[src/rtl/sand_pkg.sv]
// Shared types and constants for the sand frame stepper.
package sand_pkg;

    typedef enum logic [1:0] {
        AIR        = 2'b00,
        SAND       = 2'b01,
        SAND_MOVED = 2'b10,
        WALL       = 2'b11
    } cell_t;

    typedef enum logic [2:0] {
        ST_IDLE      = 3'd0,
        ST_RD_FLOOR  = 3'd1,
        ST_RD_REGION = 3'd2,
        ST_STEP      = 3'd3,
        ST_FLUSH     = 3'd4,
        ST_DONE      = 3'd5
    } state_t;

    // 16-bit Fibonacci LFSR, taps 16,14,13,11 (bits 15,13,12,10)
    localparam logic [15:0] LFSR_SEED = 16'hACE1;
    localparam logic [15:0] LFSR_TAPS = 16'hB400;

    // Moved marks only live inside one step; memory always sees plain sand.
    function automatic logic [1:0] strip_mark(input logic [1:0] c);
        return (c == SAND_MOVED) ? SAND : c;
    endfunction

endpackage

[src/rtl/sand_row_rule.sv]
// Combinational update of one region row falling onto its floor row.
module sand_row_rule
    import sand_pkg::*;
#(
    parameter int ROW_CELLS = 16
) (
    input  logic [2*ROW_CELLS-1:0] region,
    input  logic [2*ROW_CELLS-1:0] floor,
    input  logic [ROW_CELLS-1:0]   tie,
    output logic [2*ROW_CELLS-1:0] new_region,
    output logic [2*ROW_CELLS-1:0] new_floor
);

    // floor padded with a WALL on each side so edge cells need no special case
    logic [1:0] f [ROW_CELLS+2];

    // Cells resolve in ascending order; each sees the floor as left by lower cells.
    always_comb begin
        f[0]           = WALL;
        f[ROW_CELLS+1] = WALL;
        for (int i = 0; i < ROW_CELLS; i++) begin
            f[i+1] = floor[2*i +: 2];
        end
        new_region = region;
        for (int i = 0; i < ROW_CELLS; i++) begin
            if (region[2*i +: 2] == SAND) begin
                if (f[i+1] == AIR) begin
                    f[i+1]               = SAND_MOVED;
                    new_region[2*i +: 2] = AIR;
                end else if (f[i] == AIR && f[i+2] == AIR) begin
                    if (tie[i]) f[i]   = SAND_MOVED;
                    else        f[i+2] = SAND_MOVED;
                    new_region[2*i +: 2] = AIR;
                end else if (f[i] == AIR) begin
                    f[i]                 = SAND_MOVED;
                    new_region[2*i +: 2] = AIR;
                end else if (f[i+2] == AIR) begin
                    f[i+2]               = SAND_MOVED;
                    new_region[2*i +: 2] = AIR;
                end
            end
        end
        new_floor = '0;
        for (int i = 0; i < ROW_CELLS; i++) begin
            new_floor[2*i +: 2] = f[i+1];
        end
    end

endmodule

[src/rtl/sand_frame_stepper.sv]
// Sweeps a frame bottom-to-top, one row pair per cycle, using a one-row floor cache.
//
// state     | meaning
// ----------+-----------------------------------------------------------
// IDLE      | waiting for start
// RD_FLOOR  | read row ROWS-1
// RD_REGION | cache row ROWS-1 as floor, read row ROWS-2
// STEP      | update row r onto floor, write row r+1, read row r-1
// FLUSH     | write cached row 0
// DONE      | one-cycle done pulse
module sand_frame_stepper
    import sand_pkg::*;
#(
    parameter int ROW_CELLS  = 16,
    parameter int ROWS       = 64,
    parameter int ADDR_W     = $clog2(ROWS),
    parameter int RANDOM_TIE = 1
) (
    input  logic                          clk,
    input  logic                          reset_n,
    input  logic                          start,
    input  logic                          spout_en,
    input  logic [$clog2(ROW_CELLS)-1:0]  spout_col,
    output logic                          busy,
    output logic                          done,
    output logic                          rd_en,
    output logic [ADDR_W-1:0]             rd_addr,
    input  logic [2*ROW_CELLS-1:0]        rd_data,
    output logic                          wr_en,
    output logic [ADDR_W-1:0]             wr_addr,
    output logic [2*ROW_CELLS-1:0]        wr_data
);

    localparam int COL_W = $clog2(ROW_CELLS);

    localparam logic [2:0] S_IDLE      = ST_IDLE;
    localparam logic [2:0] S_RD_FLOOR  = ST_RD_FLOOR;
    localparam logic [2:0] S_RD_REGION = ST_RD_REGION;
    localparam logic [2:0] S_STEP      = ST_STEP;
    localparam logic [2:0] S_FLUSH     = ST_FLUSH;
    localparam logic [2:0] S_DONE      = ST_DONE;

    logic [2:0]             state;
    logic [ADDR_W-1:0]      r;
    logic [2*ROW_CELLS-1:0] cache;
    logic [15:0]            lfsr;
    logic                   spout_en_q;
    logic [COL_W-1:0]       spout_col_q;

    logic [2*ROW_CELLS-1:0] region;
    logic [2*ROW_CELLS-1:0] new_region;
    logic [2*ROW_CELLS-1:0] new_floor;
    logic [2*ROW_CELLS-1:0] floor_clean;
    logic [2*ROW_CELLS-1:0] cache_clean;
    logic [ROW_CELLS-1:0]   tie;
    logic [15:0]            lfsr_next;

    assign lfsr_next = {lfsr[14:0], ^(lfsr & LFSR_TAPS)};

    // Per-column diagonal preference: 1 = left
    always_comb begin
        tie = '0;
        for (int i = 0; i < ROW_CELLS; i++) begin
            tie[i] = (RANDOM_TIE != 0) ? lfsr[i % 16] : (i % 2 == 1);
        end
    end

    // Spout drops sand into row 0 only when that cell is empty on read
    always_comb begin
        region = rd_data;
        if (state == S_STEP && r == '0 && spout_en_q) begin
            for (int i = 0; i < ROW_CELLS; i++) begin
                if (COL_W'(i) == spout_col_q && rd_data[2*i +: 2] == AIR) begin
                    region[2*i +: 2] = SAND;
                end
            end
        end
    end

    sand_row_rule #(
        .ROW_CELLS (ROW_CELLS)
    ) u_rule (
        .region     (region),
        .floor      (cache),
        .tie        (tie),
        .new_region (new_region),
        .new_floor  (new_floor)
    );

    // Marks are dropped on every path to memory
    always_comb begin
        floor_clean = '0;
        cache_clean = '0;
        for (int i = 0; i < ROW_CELLS; i++) begin
            floor_clean[2*i +: 2] = strip_mark(new_floor[2*i +: 2]);
            cache_clean[2*i +: 2] = strip_mark(cache[2*i +: 2]);
        end
    end

    // Sequencer: r counts down from ROWS-2; terminal count 0 ends the sweep
    always_ff @(posedge clk) begin
        if (!reset_n) begin
            state       <= S_IDLE;
            r           <= '0;
            cache       <= '0;
            lfsr        <= LFSR_SEED;
            spout_en_q  <= 1'b0;
            spout_col_q <= '0;
        end else begin
            case (state)
                S_IDLE: begin
                    if (start) begin
                        state       <= S_RD_FLOOR;
                        spout_en_q  <= spout_en;
                        spout_col_q <= spout_col;
                    end
                end
                S_RD_FLOOR:  state <= S_RD_REGION;
                S_RD_REGION: begin
                    cache <= rd_data;
                    r     <= ADDR_W'(ROWS - 2);
                    state <= S_STEP;
                end
                S_STEP: begin
                    cache <= new_region;
                    lfsr  <= lfsr_next;
                    if (r != '0) r     <= r - ADDR_W'(1);
                    else         state <= S_FLUSH;
                end
                S_FLUSH: state <= S_DONE;
                S_DONE:  state <= S_IDLE;
                default: state <= S_IDLE;
            endcase
        end
    end

    // Memory strobes decoded from state and row counter only
    always_comb begin
        rd_en   = 1'b0;
        rd_addr = '0;
        wr_en   = 1'b0;
        wr_addr = '0;
        wr_data = '0;
        case (state)
            S_RD_FLOOR: begin
                rd_en   = 1'b1;
                rd_addr = ADDR_W'(ROWS - 1);
            end
            S_RD_REGION: begin
                rd_en   = 1'b1;
                rd_addr = ADDR_W'(ROWS - 2);
            end
            S_STEP: begin
                wr_en   = 1'b1;
                wr_addr = r + ADDR_W'(1);
                wr_data = floor_clean;
                if (r != '0) begin
                    rd_en   = 1'b1;
                    rd_addr = r - ADDR_W'(1);
                end
            end
            S_FLUSH: begin
                wr_en   = 1'b1;
                wr_addr = '0;
                wr_data = cache_clean;
            end
            default: ;
        endcase
    end

    assign busy = (state != S_IDLE) && (state != S_DONE);
    assign done = (state == S_DONE);

endmodule

[config.mk]
export PLATFORM = sky130hd
export DESIGN_NAME = sand_frame_stepper
export DESIGN_NICKNAME = d
export VERILOG_FILES = /design/src/rtl/sand_pkg.sv /design/src/rtl/sand_row_rule.sv /design/src/rtl/sand_frame_stepper.sv
export SDC_FILE = /design/constraint.sdc
export NUM_CORES = 1
export LEC_CHECK = 0
export ABC_CLOCK_PERIOD_IN_PS = 6500
export CORE_AREA = 2 2 96 98
export DETAILED_ROUTE_END_ITERATION = 10
export DIE_AREA = 0 0 98 100
export PLACE_DENSITY_LB_ADDON = 0.05
export SLEW_MARGIN = 20
export SYNTH_ARGS = -nofsm -noshare
export SYNTH_HDL_FRONTEND = slang
export SYNTH_SLANG_ARGS = --single-unit
[constraint.sdc]
create_clock -name clk -period 6.5 [get_ports clk]
set_input_delay 0.65 -clock clk [delete_from_list [all_inputs] [get_ports clk]]
set_output_delay 0.65 -clock clk [all_outputs]
set_load 0.01 [all_outputs]
==> impl_metrics.yaml, run 1 <==
die:
  start_util_pct: 52.9
  die_area_sq_mm: 0.00980
  chipWidth_um: 98
  rows: 35
  fp.dieH_um: 100
  num_io_pins: 88
  core_area_sq_mm: 0.00889
placement:
  pre_cts_ws_ns: 0.755
  portBuffers: 87
  place.gp.congestion: 0.974
  hpwl_um: 10500
yosys:
  netlist_instances: 664
  synth_top_area_cell: "dfxtp_1"
  netlist_area_sq_mm: 0.00470
  yosysMostFrequentCell: "nand2_1"
  synth_ff_type: "dfxtp_1"
  synth-seq-cells: 62
  yosysWarnings: 0
  synthDominantCellAreaShare_pct: 26.4
  seq_area_frac_synth_pct: 26.4
  yosys-top-cells-count: "nand2_1, nor2_1, dfxtp_1"
  avgSynthCellArea_sq_um: 7.08
  synth_edf_count: 0
  async_flop_share_pct: 0
  syn_nets: 707
  ys_types: 77
  ys_top_cells_by_area: "dfxtp_1, nand2_1, nor2_1"
sta:
  final.min_clock_period_ns: 6.04
  worst_slack_ns: 0.456
  max_slew.worst_pin.slew_ns: 0.873
  finalHoldViolCount: 0
  setup_violations: 0
  relSlewSlack_pct: 41.7
  clock_skew_ns: 0.00921
  max_freq_mhz: 165
  setup_tns_ns: 0
  fin_crit_sh_pct: 93.0
  rsz0062_at_grt: "no"
  drv_slew: 0
setup_path:
  worstPathArrival_ns: 5.39
  crit_buf_inv: 2
  max_stage_delay_ns: 0.50
  worstPathCellList: "inv_1, ha_1, nor2b_2, a41oi_2, a221oi_2, a311oi_2, nand3_1, a211oi_2, nand2_1, a211o_1, a21oi_2, a31oi_4, a2111oi_4, o32ai_2, a221oi_1, o21ai_1, clkdlybuf4s50_1"
  crit_required_ns: 5.85
  r2r-end: "cache[28]"
  rrSetupSlack_ns: 1.96
  reg2regPathDepth: 16
  critical-path-slowest-cell: "a311oi_2"
  r2r-start: "r[0]"
  crit_family: "compound AO/OA/AOI/OAI gates"
  crit_type: "flip-flop to output port"
  critPathMaxFanout: 10
  crit_path_start_kind: "flip-flop"
  cp-end-kind: "output port"
hold_path:
  min_path_type: "flip-flop to flip-flop"
  min_to: "cache[24]"
  min-delay-start: "cache[24]"
  whs_path_depth: 2
clock_tree:
  clk_latency_ns: 0.35
  postCtsSetupBuffers: 0
  cts_tree: "yes"
  htreeDepth: 3
  cts_buffers: 9
  cts_resized: 0
  cts-root-buf: "clkbuf_8"
  clock-sinks: 62
  cts.clk_slew.worst_paths_ns: 0.07
  cts_buffer_depth: 2
  cts_hold_buffers: 0
power_and_ir_drop:
  leakagePower_nw: 2.13
  vdd.ir_drop.worst_v: 0.000106
  power_density_mw_per_mm2: 208
job:
  max_cap_violations: 0
grt:
  grt_pass1_vias: 4940
  grt_overflow: 0
  met3_usage_pct: 5.99
  antenna_found_initial: 0
  met1_usage_pct: 39.4
  grt_usage_pct: 30.7
  grt_max_degree: 65
  grtUsageMet2_pct: 51.3
  gr-max-usage-layer: "met2"
  grt_pass1_wl_um: 24500
finish:
  finalNetCount: 773
  n_antenna_cell: 0
  area_growth_pct: 24.1
  drive_above_1_share_pct: 8.71
route:
  antenna_left: 0
  vias: 5244
  dr.pass1.iters: 5
  first_iter_violations: 338
  vias_per_cell: 6.20
  wl_per_cell_um: 18.0
  totalWireLength_um: 15200
  drc: 0
status:
  status: "complete, no violations"
worst register-to-register path: stages, from the launching register on:
cell       delay (ns)
dfxtp_1          0.46
inv_1            0.15
ha_1             0.21
nor2b_2          0.20
a41oi_2          0.27
a221oi_2         0.14
a311oi_2         0.50
nand3_1          0.20
a211oi_2         0.37
nand2_1          0.14
a211o_1          0.31
a21oi_2          0.27
a31oi_4          0.22
a2111oi_4        0.48
o32ai_2          0.18
a21boi_2         0.24
o31ai_1          0.10
worst max path at each step:
stage               from           to  slack [ns]  cells after the start
floorplan           r[0]  wr_data[28]        1.87                     17
global placement    r[0]  wr_data[30]        0.93                     17
detailed placement  r[0]  wr_data[30]        0.75                     17
CTS                 r[0]  wr_data[30]        0.33                     17
global route        r[0]  wr_data[28]        0.11                     17
finish              r[0]  wr_data[28]        0.46                     17
power by group:
part | switching [mW] | internal, mW
sequential | 0.0392 | 0.408
combinational | 0.225 | 0.151
clock | 0.165 | 0.226
layout make-up:
type	instances	area, sq um
Timing Repair Buffer	93	916
Clock inverter	4	70.1
Clock buffer	12	145
Inverter	18	67.6
Tap cell	111	139
Multi-Input combinational cell	546	3250
Fill cell	836	3060
Sequential cell	62	1240
logic make-up after synthesis:
group / Yosys count / share of synthesized area [%]
simple gates: 330 / 33.3
compound gates: 196 / 31.4
flops: 62 / 26.4
buf+inv: 56 / 4.77
xor+xnor: 12 / 2.24
mux: 5 / 1.07
fa+ha+maj: 3 / 0.799
state kept, by name (all words and copies together) (netlist names):
name	cells
cache	32
lfsr	16
r	6
spout_col_q	4
state	3
spout_en_q	1
placed cells by master, fill, tap and decap left out, types with 4 or more instances in the layout:
cell type,n
nand2_1,106
clkdlybuf4s50_1,87
nor2_1,82
dfxtp_1,62
o21ai_0,36
a21oi_1,35
nor3_1,30
a21boi_0,28
nand3_1,24
inv_1,18
and3_1,16
or2_2,14
and2_1,12
nor2b_1,11
clkbuf_8,10
nand2b_1,8
o211ai_1,8
a31oi_1,8
xnor2_1,8
o221ai_1,8
o22ai_1,7
buf_4,6
nor4_1,5
o31a_1,5
mux2i_1,5
nor4b_1,4
o31ai_2,4
xor2_1,4
o311ai_0,4
per-layer routing:
layer  routed length [um]  up-vias  part of all wire, %
li1                     -     2523                    -
met1                 6610     2468                   43
met2                 7270      216                   48
met3                 1000       37                  6.6
met4                  365        0                  2.4
met5                    0        -                    0
through the flow:
stage          hold WS [ns]  util [%]  area, sq um  std cells  power [mW]
6_report              0.465      65.6         5830        846        1.21
5_1_grt               0.497      65.6         5830        846        1.27
4_1_cts               0.468      65.5         5820        846        1.21
3_5_place_dp          0.458      63.1         5610        830       0.820
3_3_place_gp          0.447      63.1         5610        830       0.814
2_1_floorplan         0.435         -         4700        664       0.697
No activity file was read; power rests on OpenSTA's default activity.
==> run 2, diff against run 1 <==
--- a/config.mk
+++ b/config.mk
@@ -5,10 +5,11 @@
 export SDC_FILE = /design/constraint.sdc
 export NUM_CORES = 1
 export LEC_CHECK = 0
+export ABC_AREA = 1
 export ABC_CLOCK_PERIOD_IN_PS = 6500
-export CORE_AREA = 2 2 96 98
+export CORE_AREA = 2 2 93 95
 export DETAILED_ROUTE_END_ITERATION = 10
-export DIE_AREA = 0 0 98 100
+export DIE_AREA = 0 0 95 97
 export PLACE_DENSITY_LB_ADDON = 0.05
 export SLEW_MARGIN = 20
 export SYNTH_ARGS = -nofsm -noshare
==> run 2 against run 1 <==
Global-route usage grew 1.1 points. Clock skew barely moved. Utilization up 2.0 points. Critical path depth up 19. Routed wire length is 5.7% lower. Synthesized area is 6.6% lower. Maximum frequency increased by 4.2%. Register-to-register slack better by 0.25 ns. Power rose by 1.9%. Final cell count is 4.1% higher. Critical path type is now input port to output port. Largest cell class unchanged.
==> impl_metrics.yaml, run 2 <==
finish:
  layout.cells.most_common_list: "nand2_1, inv_1, nor2_1"
  n_antenna_cell: 0
  regMostFlops: "cache"
  largest_reg_flops: 32
  area_growth_pct: 25.4
  drive_above_1_share_pct: 7.86
  finalNetCount: 816
  layout_commonest_cell: "nand2_1"
  top_regs: "cache (32), lfsr (16), r (6)"
die:
  start_util_pct: 53.9
  core_area_sq_mm: 0.00813
  fp.dieH_um: 97
  chipWidth_um: 95
  die_area_sq_mm: 0.00922
  rows: 33
  num_io_pins: 88
power_and_ir_drop:
  switching_power_mw: 0.496
  seqPwrFrac_pct: 38.2
  clock_power_share_pct: 23.8
  switching_share_pct: 40.1
  intPower_mw: 0.740
  power.total_mw: 1.24
  vdd.ir_drop.worst_v: 0.000140
  power_density_mw_per_mm2: 225
  pwr-share-comb_pct: 38.0
  leakagePower_nw: 2.29
grt:
  met3_usage_pct: 7.40
  grt_pass1_wl_um: 23200
  antenna_found_initial: 1
  grt_usage_pct: 31.8
  grt_pass1_vias: 4862
  grt_max_degree: 43
  grtUsageMet2_pct: 51.3
  grt_overflow: 0
  met1_usage_pct: 40.6
  gr-max-usage-layer: "met2"
clock_tree:
  cts-root-buf: "clkbuf_8"
  postCtsSetupBuffers: 0
  cts.clk_slew.worst_paths_ns: 0.07
  cts_hold_buffers: 0
  cts_buffers: 9
  cts_buffer_depth: 2
  cts_tree: "yes"
  clk_latency_ns: 0.34
  clock-sinks: 62
  htreeDepth: 3
  cts_resized: 0
yosys:
  ys_top_cells_by_area: "dfxtp_1, nand2_1, inv_1"
  async_flop_share_pct: 0
  seq_area_frac_synth_pct: 28.3
  netlist_instances: 690
  netlist_area_sq_mm: 0.00439
  yosysMostFrequentCell: "nand2_1"
  synth_top_family_by_area: "simple AND/OR/NAND/NOR gates"
  synth_xor_area_share_pct: 1.20
  yosys-top-cells-count: "nand2_1, inv_1, nor2_1"
  synth_top_area_cell: "dfxtp_1"
  synthAdderAreaFrac_pct: 0.856
  synth-simple-area-share_pct: 32.9
  synthDominantCellAreaShare_pct: 28.3
  synth_mux_area_share_pct: 0
  synth_compound_area_share_pct: 25.4
  synth-seq-cells: 62
  synth_ff_type: "dfxtp_1"
  synth_edf_count: 0
  syn_nets: 733
  ys_types: 45
  avgSynthCellArea_sq_um: 6.36
  yosysWarnings: 0
setup_path:
  cp-end-kind: "output port"
  crit_buf_inv: 3
  critical-path-slowest-cell: "clkdlybuf4s50_1"
  crit_type: "input port to output port"
  crit_path_frequent_cell: "nand2_2"
  critPathMaxFanout: 6
  crit_family: "simple AND/OR/NAND/NOR gates"
  max_stage_delay_ns: 0.56
  crit_required_ns: 5.85
  crit_path_start_kind: "input port"
  worstPathArrival_ns: 5.15
route:
  first_iter_violations: 290
  vias_per_cell: 5.80
  drc: 0
  vias: 5113
  totalWireLength_um: 14400
  dr.pass1.iters: 5
  wl_per_cell_um: 16.3
  antenna_left: 0
sta:
  relSlewSlack_pct: 34.0
  final.min_clock_period_ns: 5.80
  fin_crit_sh_pct: 89.3
  setup_violations: 0
  setup_tns_ns: 0
  finalHoldViolCount: 0
  drv_slew: 0
  rsz0062_at_grt: "no"
  clock_skew_ns: 0.00926
  max_slew.worst_pin.slew_ns: 0.990
  max_freq_mhz: 172
status:
  status: "complete, no violations"
placement:
  hpwl_um: 10100
  portBuffers: 87
  place.gp.congestion: 0.948
job:
  max_cap_violations: 0
hold_path:
  min_path_type: "flip-flop to flip-flop"
run 2: cell families (layout without fill, tap and decap cells):
| logic type | after synthesis | count (layout) |
|---|---|---|
| compound gates | 189 | 189 |
| xor+xnor | 6 | 6 |
| fa+ha+maj | 3 | 3 |
| buf+inv | 128 | 214 |
| flops | 62 | 62 |
| simple gates | 302 | 302 |
run 2: layout make-up:
type / instances / area, sq um
multi-input combinational: 500 / 2650
fill: 751 / 2630
sequential: 62 / 1240
timing repair buffer: 94 / 923
inverter: 106 / 398
clock buffer: 12 / 145
tap: 105 / 131
clock inverter: 2 / 10.0
run 2: final timing paths:
kind	start	slack [ns]	endpoint	cells after the start
max reg2reg	spout_col_q[0]	2.21	cache[30]	35
min reg2reg	lfsr[0]	0.47	lfsr[0]	2
max	rd_data[3]	0.70	wr_data[30]	36
min	lfsr[0]	0.47	lfsr[0]	2
run 2: stage by stage:
step	hold WS [ns]	setup slack (ns)	utilization [%]	instance area (sq um)	instances
floorplan	0.435	2.23	-	4390	690
global placement	0.443	0.956	65.7	5350	867
detailed placement	0.451	0.768	65.7	5350	867
CTS	0.467	0.744	67.6	5500	881
global route	0.495	0.312	67.6	5500	881
finish	0.467	0.698	67.6	5500	881
run 2: tightest hold or removal path, delay by kind of cell, from the launching register on:
| kind | cells | cell delay, ns |
|---|---|---|
| DFF | 1 | 0.32 |
| and+or+nand+nor | 1 | 0.05 |
| AOI/OAI and AO/OA | 1 | 0.06 |
run 2: metal layers:
| layer | wire length [um] | up-vias |
|---|---|---|
| met2 | 6770 | 248 |
| met3 | 1210 | 28 |
| met5 | 0 | - |
| met1 | 6020 | 2334 |
| met4 | 369 | 0 |
| li1 | - | 2503 |
run 2: power by group through the flow:
stage / Combinational (mW) / Clock (mW) / Sequential (mW)
final: 0.469 / 0.294 / 0.473
after global routing: 0.519 / 0.310 / 0.479
after global placement: 0.450 / 0 / 0.477
after CTS: 0.463 / 0.297 / 0.471
after floorplan: 0.319 / 0 / 0.464
after detailed placement: 0.461 / 0 / 0.479
